[config.mk]
export PLATFORM = sky130hd
export DESIGN_NAME = fetch_buffer_flat
export DESIGN_NICKNAME = d
export VERILOG_FILES = /design/src/rtl/fetch_buffer_pkg.sv /design/src/rtl/fetch_buffer_if.sv /design/src/rtl/fetch_buffer.sv /design/src/flat_wrapper.sv
export SDC_FILE = /design/constraint.sdc
export NUM_CORES = 1
export LEC_CHECK = 0
export CAP_MARGIN = 0
export CELL_PAD_IN_SITES_DETAIL_PLACEMENT = 0
export CELL_PAD_IN_SITES_GLOBAL_PLACEMENT = 1
export CORE_MARGIN = 2
export CORE_UTILIZATION = 50
export DETAILED_ROUTE_END_ITERATION = 6
export GPL_TIMING_DRIVEN = 0
export PLACE_DENSITY = 0.87
export RECOVER_POWER = 50
export SLEW_MARGIN = 10
export SYNTH_ARGS = -nofsm -noshare
export SYNTH_HDL_FRONTEND = slang
export SYNTH_SLANG_ARGS = --single-unit
[constraint.sdc]
create_clock -name clk -period 5.8 [get_ports clk]
set_input_delay 1.45 -clock clk [delete_from_list [all_inputs] [get_ports clk]]
set_output_delay 1.45 -clock clk [all_outputs]
set_load 0.05 [all_outputs]
[src/rtl/fetch_buffer_pkg.sv]
// Shared defaults and the packed entry format for the instruction fetch buffer.
package fetch_pkg;

   localparam int FETCH_INSTR_W = 18;
   localparam int FETCH_ADDR_W  = 10;
   localparam int FETCH_DEPTH   = 4;

   // One buffered fetch: instruction word travels with its own address.
   typedef struct packed {
      logic [FETCH_INSTR_W-1:0] instr;
      logic [FETCH_ADDR_W-1:0]  addr;
   } fetch_entry_t;

endpackage

[src/rtl/fetch_buffer_if.sv]
// Fetch-side and decode-side handshake bundle for fetch_buffer.
//
// Handshake semantics: a transfer happens on a rising clock edge where both
// valid and ready are 1. The fetch side offers {in_instr, in_addr} with
// in_valid and the buffer accepts when in_ready=1. The buffer presents the head
// with out_valid and decode takes it when out_ready=1. out_ready=0 stalls, and
// the head then stays stable.
interface fetch_buffer_if
   import fetch_pkg::*;
#(
   parameter int INSTR_W = FETCH_INSTR_W,
   parameter int ADDR_W  = FETCH_ADDR_W,
   parameter int DEPTH   = FETCH_DEPTH
) ();

   localparam int CNT_W = $clog2(DEPTH) + 1;

   logic               in_valid;
   logic [INSTR_W-1:0] in_instr;
   logic [ADDR_W-1:0]  in_addr;
   logic               in_ready;
   logic               out_valid;
   logic [INSTR_W-1:0] out_instr;
   logic [ADDR_W-1:0]  out_addr;
   logic               out_ready;
   logic [CNT_W-1:0]   count;

   // Buffer view.
   modport slave (
      input  in_valid, in_instr, in_addr, out_ready,
      output in_ready, out_valid, out_instr, out_addr, count
   );

   // Environment view: fetch stage plus decode stage.
   modport master (
      output in_valid, in_instr, in_addr, out_ready,
      input  in_ready, out_valid, out_instr, out_addr, count
   );

endinterface

[src/rtl/fetch_buffer.sv]
// Instruction fetch buffer: a small FIFO of {instr, addr} pairs between fetch
// and decode. Flush has priority over push and pop. The head is a zero bubble
// when the buffer is empty.
module fetch_buffer
   import fetch_pkg::*;
#(
   parameter int INSTR_W = FETCH_INSTR_W,
   parameter int ADDR_W  = FETCH_ADDR_W,
   parameter int DEPTH   = FETCH_DEPTH
) (
   input  logic            clk,
   input  logic            rst_n,
   input  logic            flush,
   fetch_buffer_if.slave   bus
);

   localparam int PTR_W = $clog2(DEPTH);
   localparam int CNT_W = $clog2(DEPTH) + 1;

   typedef struct packed {
      logic [INSTR_W-1:0] instr;
      logic [ADDR_W-1:0]  addr;
   } entry_t;

   entry_t             mem_q [DEPTH];
   logic [PTR_W-1:0]   wr_ptr_q, wr_ptr_d;
   logic [PTR_W-1:0]   rd_ptr_q, rd_ptr_d;
   logic [CNT_W-1:0]   count_q, count_d;
   logic               push, pop;
   logic               not_empty;
   entry_t             head;

   assign not_empty = (count_q != '0);
   assign push      = bus.in_valid && (count_q < CNT_W'(DEPTH));
   assign pop       = bus.out_ready && not_empty;
   assign head      = mem_q[rd_ptr_q];

   // Next pointers and occupancy; a flush wipes everything and ignores push/pop.
   always_comb begin
      wr_ptr_d = wr_ptr_q;
      rd_ptr_d = rd_ptr_q;
      count_d  = count_q;
      if (flush) begin
         wr_ptr_d = '0;
         rd_ptr_d = '0;
         count_d  = '0;
      end else begin
         if (push) wr_ptr_d = wr_ptr_q + PTR_W'(1);
         if (pop)  rd_ptr_d = rd_ptr_q + PTR_W'(1);
         case ({push, pop})
            2'b10:   count_d = count_q + CNT_W'(1);
            2'b01:   count_d = count_q - CNT_W'(1);
            default: count_d = count_q;
         endcase
      end
   end

   // Pointer and count registers with asynchronous clear.
   always_ff @(posedge clk or negedge rst_n) begin
      if (!rst_n) begin
         wr_ptr_q <= '0;
         rd_ptr_q <= '0;
         count_q  <= '0;
      end else begin
         wr_ptr_q <= wr_ptr_d;
         rd_ptr_q <= rd_ptr_d;
         count_q  <= count_d;
      end
   end

   // Entry storage; no reset needed because count gates visibility.
   always_ff @(posedge clk) begin
      if (push && !flush) begin
         mem_q[wr_ptr_q] <= '{instr: bus.in_instr, addr: bus.in_addr};
      end
   end

   // Handshake outputs; the head shows as a zero bubble while the buffer is empty.
   always_comb begin
      bus.in_ready  = (count_q < CNT_W'(DEPTH));
      bus.out_valid = not_empty;
      bus.out_instr = not_empty ? head.instr : '0;
      bus.out_addr  = not_empty ? head.addr  : '0;
      bus.count     = count_q;
   end

endmodule

[src/flat_wrapper.sv]
// flat-port wrapper written by rule: the top's interface ports become plain ports
module fetch_buffer_flat import fetch_pkg::*;
#(
   parameter int INSTR_W = FETCH_INSTR_W,
   parameter int ADDR_W  = FETCH_ADDR_W,
   parameter int DEPTH   = FETCH_DEPTH
)
  (clk, rst_n, flush, bus_in_valid, bus_in_instr, bus_in_addr, bus_out_ready, bus_in_ready, bus_out_valid, bus_out_instr, bus_out_addr, bus_count);
  fetch_buffer_if #(.INSTR_W(INSTR_W), .ADDR_W(ADDR_W), .DEPTH(DEPTH)) bus_i ();
  input  logic clk;
  input  logic rst_n;
  input  logic flush;
  input wire logic [$bits(bus_i.in_valid)-1:0] bus_in_valid;
  input wire logic [$bits(bus_i.in_instr)-1:0] bus_in_instr;
  input wire logic [$bits(bus_i.in_addr)-1:0] bus_in_addr;
  input wire logic [$bits(bus_i.out_ready)-1:0] bus_out_ready;
  output wire logic [$bits(bus_i.in_ready)-1:0] bus_in_ready;
  output wire logic [$bits(bus_i.out_valid)-1:0] bus_out_valid;
  output wire logic [$bits(bus_i.out_instr)-1:0] bus_out_instr;
  output wire logic [$bits(bus_i.out_addr)-1:0] bus_out_addr;
  output wire logic [$bits(bus_i.count)-1:0] bus_count;
  assign bus_i.in_valid = bus_in_valid;
  assign bus_i.in_instr = bus_in_instr;
  assign bus_i.in_addr = bus_in_addr;
  assign bus_i.out_ready = bus_out_ready;
  assign bus_in_ready = bus_i.in_ready;
  assign bus_out_valid = bus_i.out_valid;
  assign bus_out_instr = bus_i.out_instr;
  assign bus_out_addr = bus_i.out_addr;
  assign bus_count = bus_i.count;
  fetch_buffer #(.INSTR_W(INSTR_W), .ADDR_W(ADDR_W), .DEPTH(DEPTH)) u_core (.clk(clk), .rst_n(rst_n), .flush(flush), .bus(bus_i));
endmodule
Word level (Yosys, flattened, before mapping):

Memory sizes are Yosys's and may differ from the RTL's.
Index checks and enable logic that the tools add are counted.

* add/subtract/negate cells: 4
* order comparisons: 1
* eq/ne operators: 2
* muxes and demuxes: 10
* reductions and logical operators: 8

Operators by type and width (number)
* 18-bit two-way mux: 1
* 10-bit two-way mux: 1
* 2-bit two-way mux: 4
* 3-bit one-hot mux with 2 select lines: 1
* 3-bit nonzero test: 2
* 2-bit by 1-bit adder with 2-bit output, second input constant: 2
* 2-bit nonzero test: 2
* 3-bit by 1-bit adder with 3-bit output, second input constant: 1
* 1-bit logical AND: 3
* 3-bit less-than comparator, second input constant: 1
* 3-bit two-way mux: 1
* 3-bit by 1-bit subtractor with 3-bit output, second input constant: 1
* 2-bit by 1-bit equality test with 1-bit output, second input constant: 1
* 2-bit equality test, second input constant: 1
* 1-bit two-way mux: 2
* 1-bit logical NOT: 1

* register bits after elaboration: 7
* RAM bits: 112
* input bits: 33
* memories kept: 1

Memory list
* u_core.mem_q: depth 4, bits a word 28, rd ports 1, clocked after Yosys merged registers in 0, write ports 1, RTL line fetch_buffer.sv:25 `entry_t mem_q [DEPTH];`

Longest topological paths before layout:

Gate-level depths: netlist of run 1.

* word-level depth: 5
* gate-level depth with buffers: 9
* mapped depth without buffers: 8

Worst setup path after synthesis of run 1:

Ideal clock, no wire load.

* path kind: register -> output
* start: register u_core.count_q[0], in the netlist u_core.bus.count[0]
* end: output bus_out_instr[10]
* data arrival time: 2100 ps
* required time: 4350 ps
* path slack: 2250 ps
* cell stages (with the launch flop): 4
* path buffers: 1
* cell sequence: dfrtp_1 or3_4 clkbuf_1 and2_1

* longest elaborated chain between the ends: 2

RTL lines
* start: declaration: RTL line fetch_buffer.sv:28 `logic [CNT_W-1:0] count_q, count_d;`
* start signal: assignment: RTL line fetch_buffer.sv:67 `count_q <= count_d;`
* 3-bit nonzero test: RTL line fetch_buffer.sv:33 `assign not_empty = (count_q != '0);`
* named net bus_out_valid: RTL line flat_wrapper.sv:18 `output wire logic [$bits(bus_i.out_valid)-1:0] bus_out_valid;`
* 18-bit two-way mux: RTL line fetch_buffer.sv:82 `bus.out_instr = not_empty ? head.instr : '0;`
* end: declaration: RTL line flat_wrapper.sv:19 `output wire logic [$bits(bus_i.out_instr)-1:0] bus_out_instr;`

The timed path passes the listed nets, and every way through them passes these cells.

Worst setup path in the final report of run 1:

* start: input bus_in_valid
* end: memory u_core.mem_q[1][9] in the netlist's numbering, enable pin

* longest elaborated chain between the ends: 4

RTL lines
* start: declaration: RTL line flat_wrapper.sv:13 `input wire logic [$bits(bus_i.in_valid)-1:0] bus_in_valid;`
* 1-bit logical AND: RTL line fetch_buffer.sv:34 `assign push = bus.in_valid && (count_q < CNT_W'(DEPTH));`
* 1-bit logical AND: RTL line fetch_buffer.sv:73 `if (push && !flush) begin`
* 1-bit two-way mux: RTL line fetch_buffer.sv:73
* 1-bit two-way mux (implied by the code): RTL line fetch_buffer.sv:74 `mem_q[wr_ptr_q] <= '{instr: bus.in_instr, addr: bus.in_addr};`
* end: declaration: RTL line fetch_buffer.sv:25

No other way between the ends.

==> results.sh, run 1 <==
export IMPL_status="finished, violations left"
export IMPL_violations="capacitance limit, slew limit"
export IMPL_route_detailed_drc=0
export IMPL_die_y_um=102
export IMPL_critPathLaunchType="input port"
export IMPL_drive_gt1_frac=0.214
export IMPL_finalClockSkew_ps=3.68
export IMPL_ir_drop_uv=243
export IMPL_cts_root_buffer="clkbuf_8"
export IMPL_grt_setup_unrepaired="no"
export IMPL_crit_fanout=28
export IMPL_cts_tree="yes"
export IMPL_nNetsFinal=357
export IMPL_fin_ws_ps=1390
export IMPL_syn_to_final_growth_pct=29.6
export IMPL_drv_slew=58
export IMPL_r2r_cells=4
export IMPL_syn_area_mm2=0.00478
export IMPL_fmax_mhz=227
export IMPL_io_pins=66
export IMPL_ys_types=27
export IMPL_hold_buffers=0
export IMPL_synth_compound_area_share=0.0168
export IMPL_cts_max_level=4
export IMPL_wirelength_mm=8.80
export IMPL_cts_buffers_inserted=17
export IMPL_grt_pass1_vias=2549
export IMPL_yosys_warnings=0
export IMPL_worstReg2RegStart="u_core.bus.count[2]"
export IMPL_crit_type="input port to register"
export IMPL_power_density_mw_per_mm2=433
export IMPL_max_slew_margin_rel=-0.416
export IMPL_postSynthNetCount=274
export IMPL_post_cts_resized=0
export IMPL_synthMuxAreaShare=0.132
export IMPL_synth_top_area_frac=0.704
export IMPL_grt_max_degree=29
export IMPL_cts_sinks=119
export IMPL_dpl_hpwl_mm=4.95
export IMPL_yosysTopAreaCell="edfxtp_1"
export IMPL_timing_final_crit_share=0.761
export IMPL_antenna_found_initial=1
export IMPL_ys_seq_elements=119
export IMPL_r2r_slack_ps=2530
export IMPL_io_buffer_count=64
export IMPL_worstPathArrival_ps=4500
export IMPL_die_area_mm2=0.0103
export IMPL_clock_latency_ps=500
export IMPL_fillers=616
export IMPL_dr_pass1_iters=4
export IMPL_path_clk_slew_ps=60
export IMPL_synth_seq_area_share=0.741
export IMPL_p_leak_nw=2.06
export IMPL_final_setup_viol_count=0
export IMPL_vias=2427
export IMPL_wl_per_cell_um=19.1
export IMPL_synthTopCellsByArea="edfxtp_1 (70%), mux4_2 (13%), and2_1 (4.2%)"
export IMPL_synthAdderAreaFrac=0.0147
export IMPL_drv_cap=2
export IMPL_track_usage=0.187
export IMPL_yosys_area_share_simple=0.0644
export IMPL_syn_area_per_cell_um2=20.2
export IMPL_clock_path_buffers=2
export IMPL_synth_xor_area_frac=0.0107
export IMPL_cts_setup_buffers=0
export IMPL_synth_top_family_by_area="multiplexers"
export IMPL_gp_congestion=0.759
export IMPL_rows=35
export IMPL_grt_pass1_wl_mm=13.7
export IMPL_r2r_end="u_core.mem_q[1][9]"
export IMPL_gr_total_overflow=0
export IMPL_hold_path_class="register to register"
export IMPL_vias_per_cell=5.25
export IMPL_power_mw=2.68
export IMPL_antenna_left=0
export IMPL_final_setup_tns_ps=0
export IMPL_hold_viol_final=0
export IMPL_cp_end_kind="register"
export IMPL_synthCells=236
export IMPL_core_mm2=0.00924
export IMPL_die_w_um=102
export IMPL_worstSetupEndpoint="u_core.mem_q[1][9]"
export IMPL_drtIter0Drc=110
export IMPL_finalCriticalPeriod_ps=4410
export IMPL_seq_area_mm2=0.00354
export IMPL_preCtsSetupSlack_ps=2080
export IMPL_critPathLaunch="bus_in_valid"
export IMPL_cp_required_ps=5890
export IMPL_multiInputGateArea_mm2=0.00114
export IMPL_initial_utilization=0.517
export IMPL_worst_slew_pin_slew_ps=2120
## worst min-delay path by stage
stage,start,to,slack (ps),cells after the start
3_3_place_gp,u_core.wr_ptr_q[0],u_core.wr_ptr_q[0],590,2
4_1_cts,u_core.wr_ptr_q[0],u_core.wr_ptr_q[0],630,2
2_1_floorplan,u_core.wr_ptr_q[0],u_core.wr_ptr_q[0],560,2
5_1_grt,u_core.wr_ptr_q[0],u_core.wr_ptr_q[0],670,2
6_report,u_core.wr_ptr_q[0],u_core.wr_ptr_q[0],640,2
3_5_place_dp,u_core.wr_ptr_q[0],u_core.wr_ptr_q[0],620,2
## cell usage in the layout, fill, tap and decap left out, drive strengths merged, types with 3 or more instances in the layout
cell	netlist	final
clkbuf	4	24
and2	32	32
ha	4	4
xor2	3	3
mux4	28	28
edfxtp	112	112
a21oi	3	3
bufinv	0	4
nand2	3	3
inv	3	6
nor2	11	11
o21ai	3	3
a221oi	3	3
clkdlybuf4s50	0	33
clkinv	0	5
buf	8	6
dlygate4sd3	0	31
nor2b	3	3
dfrtp	7	7
## where the power goes
| part | switching [mW] | total [mW] | internal (mW) | leakage, nW |
|---|---|---|---|---|
| registers | 0.0205 | 1.00 | 0.980 | 1.11 |
| clock network | 0.373 | 1.07 | 0.702 | 0.295 |
| logic | 0.365 | 0.603 | 0.238 | 0.654 |
## layer usage
metal / track usage / wire (um) / vias to the layer above
li1: - / - / 1104
met5: 0 / 0 / -
met1: 0.234 / 3600 / 1234
met4: 0.0759 / 138 / 0
met3: 0.0600 / 389 / 12
met2: 0.305 / 4670 / 77
## layout make-up
type / instances / share of cell area
Sequential cell: 119 / 0.572
Multi-Input combinational cell: 102 / 0.184
Timing Repair Buffer: 64 / 0.104
Clock buffer: 18 / 0.0675
Clock inverter: 14 / 0.0321
Tap cell: 129 / 0.0261
Buffer: 12 / 0.0125
Inverter: 3 / 0.00182
Antenna cell: 1 / 0.000404
## sequential cells by signal (all words and copies together) (netlist names)
name              flops
u_core.wr_ptr_q       2
u_core.rd_ptr_q       2
u_core.bus.count      3
u_core.mem_q        112
## cells by family (layout without fill, tap and decap cells)
| group | Yosys count | in the layout |
|---|---|---|
| muxes | 28 | 28 |
| DFF | 119 | 119 |
| buffers and inverters | 15 | 111 |
| AOI/OAI and AO/OA | 11 | 11 |
| other | 0 | 1 |
| and+or+nand+nor | 53 | 53 |
| adders and majority gates | 5 | 5 |
| xor gates and xnor gates | 5 | 5 |
## cells in the mapped netlist, drive strengths merged
cell type    n
a2bb2oi      1
nor2b        3
mux4        28
and2        32
or3          1
a21oi        3
fa           1
o21ai        3
inv          3
a21o         1
nor3         1
edfxtp     112
a221oi       3
clkbuf       4
buf          8
nand3        2
ha           4
xnor2        2
dfrtp        7
nand2        3
nor2        11
xor2         3
## worst max-delay path: stages
cell and delay [ps]:
dlygate4sd3_1 660, nor2b_1 160, clkbuf_1 330, nor2b_1 290, and2_0 1600
## stage by stage
stage / std cells / util / instance area [um2] / hold slack (ps)
4_1_cts: 461 / 0.671 / 6200 / 634
6_report: 462 / 0.670 / 6190 / 636
3_5_place_dp: 429 / 0.604 / 5580 / 620
5_1_grt: 462 / 0.670 / 6190 / 671
3_3_place_gp: 429 / 0.604 / 5580 / 590
2_1_floorplan: 236 / - / 4780 / 560
Power figures use the tool's default switching activity.
==> run 2: changes to the inputs <==
Settings changed: CORE_UTILIZATION 50 to 42, PLACE_DENSITY 0.87 to 0.78.
Clock period 5.8 ns to 3.95 ns, I/O delays scaled along.
==> results.sh, run 2 (synthesis results as in run 1) <==
export IMPL_cp_slowest_cell="clkdlybuf4s50_1"
export IMPL_cts_root_buffer="clkbuf_16"
export IMPL_hold_viol_final=0
export IMPL_timing_final_crit_share=0.900
export IMPL_status="finished clean"
export IMPL_finalNonFillerCells=472
export IMPL_antenna_found_initial=0
export IMPL_ir_drop_uv=403
export IMPL_grt_pass1_wl_mm=13.4
export IMPL_crit_type="register to output pin"
export IMPL_cp_end_kind="output pin"
export IMPL_worstReg2RegStart="u_core.bus.count[2]"
export IMPL_antenna_left=0
export IMPL_critPathLaunch="u_core.rd_ptr_q[1]"
export IMPL_worstPathArrival_ps=2570
export IMPL_drtIter0Drc=99
export IMPL_vias=2396
export IMPL_p_leak_nw=2.08
export IMPL_io_pins=66
export IMPL_grt_pass1_vias=2512
export IMPL_worst_slew_pin_slew_ps=804
export IMPL_cts_buffers_inserted=17
export IMPL_crit_chain="buf_2, buf_2, mux4_2, and2_1, clkdlybuf4s50_1"
export IMPL_min_delay_start="u_core.wr_ptr_q[0]"
export IMPL_vias_per_cell=5.08
export IMPL_final_area_mm2=0.00622
export IMPL_r2r_end="u_core.mem_q[2][14]"
export IMPL_regMostFlops="u_core.mem_q"
export IMPL_p_int_mw=2.90
export IMPL_p_sw_frac=0.275
export IMPL_max_slew_margin_rel=0.464
export IMPL_final_common_cell="edfxtp_1"
export IMPL_grt_setup_unrepaired="no"
export IMPL_worstSetupEndpoint="bus_out_instr[6]"
export IMPL_fmax_mhz=281
export IMPL_path_clk_slew_ps=50
export IMPL_cp_slowest_stage_delay_ps=690
export IMPL_final_setup_tns_ps=0
export IMPL_dpl_hpwl_mm=4.90
export IMPL_final_cell_mix="edfxtp_1 (112), dlygate4sd3_1 (35), clkdlybuf4s50_1 (29)"
export IMPL_wl_per_cell_um=18.0
export IMPL_power_density_mw_per_mm2=642
export IMPL_p_sw_mw=1.10
export IMPL_clock_latency_ps=410
export IMPL_clock_path_buffers=2
export IMPL_wirelength_mm=8.48
export IMPL_cts_sinks=119
export IMPL_grt_max_degree=29
export IMPL_final_setup_viol_count=0
export IMPL_io_buffer_count=64
export IMPL_syn_to_final_growth_pct=30.3
export IMPL_drive_gt1_frac=0.223
export IMPL_die_w_um=111
export IMPL_cts_max_level=4
export IMPL_cp_required_ps=2960
export IMPL_nNetsFinal=357
export IMPL_cp_common_cell="buf_2"
export IMPL_die_area_mm2=0.0122
export IMPL_crit_family="buffers and inverters"
export IMPL_combPwrFrac=0.220
export IMPL_cts_tree="yes"
export IMPL_drv_cap=0
export IMPL_critPathLaunchType="register"
export IMPL_hold_path_class="register to register"
export IMPL_crit_fanout=10
export IMPL_post_cts_resized=0
export IMPL_rows=38
export IMPL_fillers=847
export IMPL_r2r_cells=4
export IMPL_clockPowerShare=0.413
export IMPL_track_usage=0.146
export IMPL_drv_slew=0
export IMPL_dpl_cell_area_mm2=0.00560
export IMPL_cts_setup_buffers=0
export IMPL_r2r_slack_ps=1620
export IMPL_initial_utilization=0.435
export IMPL_gp_congestion=0.684
export IMPL_post_place_cells=440
export IMPL_finalClockSkew_ps=6.46
export IMPL_gr_total_overflow=0
export IMPL_n_antenna_cell=0
export IMPL_hold_buffers=0
export IMPL_route_detailed_drc=0
export IMPL_dr_pass1_iters=4
export IMPL_finalCriticalPeriod_ps=3560
export IMPL_critPathBufInv=3
export IMPL_core_mm2=0.0110
export IMPL_p_seq_frac=0.367
export IMPL_largest_reg_flops=112
export IMPL_die_y_um=111
export IMPL_cp_depth=5
[run 2: power by group through the flow]
stage          Clock (mW)  Combinational (mW)  Sequential, mW
5_1_grt              1.73               0.931            1.47
6_report             1.65               0.880            1.47
4_1_cts              1.67               0.907            1.47
3_5_place_dp            0               0.903            1.49
3_3_place_gp            0               0.895            1.49
2_1_floorplan           0               0.604            1.50
[run 2: per-layer routing]
metal	share of wire	track usage	vias up
met5	0	0	-
met4	0.014	0.0525	0
met3	0.046	0.0565	13
met2	0.51	0.240	67
met1	0.43	0.177	1220
li1	-	-	1096
[run 2: final cells by class]
type,count,area (um2),share of cell area
Inverter,3,11.3,0.00181
Sequential cell,119,3540,0.569
Tap cell,140,175,0.0282
Multi-Input combinational cell,102,1140,0.184
Buffer,12,77.6,0.0125
Clock buffer,18,429,0.0690
Clock inverter,14,206,0.0332
Timing Repair Buffer,64,641,0.103
[run 2: how the worst min path moves through the flow]
| stage | endpoint | slack (ps) | cells after the start |
|---|---|---|---|
| 6_report | u_core.wr_ptr_q[0] | 620 | 2 |
| 5_1_grt | u_core.wr_ptr_q[0] | 660 | 2 |
| 4_1_cts | u_core.wr_ptr_q[0] | 610 | 2 |
| 3_5_place_dp | u_core.wr_ptr_q[0] | 610 | 2 |
| 3_3_place_gp | u_core.wr_ptr_q[0] | 600 | 2 |
| 2_1_floorplan | u_core.wr_ptr_q[0] | 560 | 2 |
[run 2: worst min-delay path, cell delays in order, from the launching register on]
cell,delay (ps)
dfrtp_1,410
xnor2_1,130
nor2_1,40
[run 2: per-stage QoR]
stage / hold WS, ps / setup slack [ps] / utilization / total power [mW]
global placement: 596 / 226 / 0.509 / 2.39
detailed placement: 606 / 696 / 0.510 / 2.39
finish: 618 / 395 / 0.566 / 4.00
floorplan: 560 / 862 / - / 2.11
global route: 657 / 278 / 0.566 / 4.13
CTS: 614 / 345 / 0.567 / 4.05
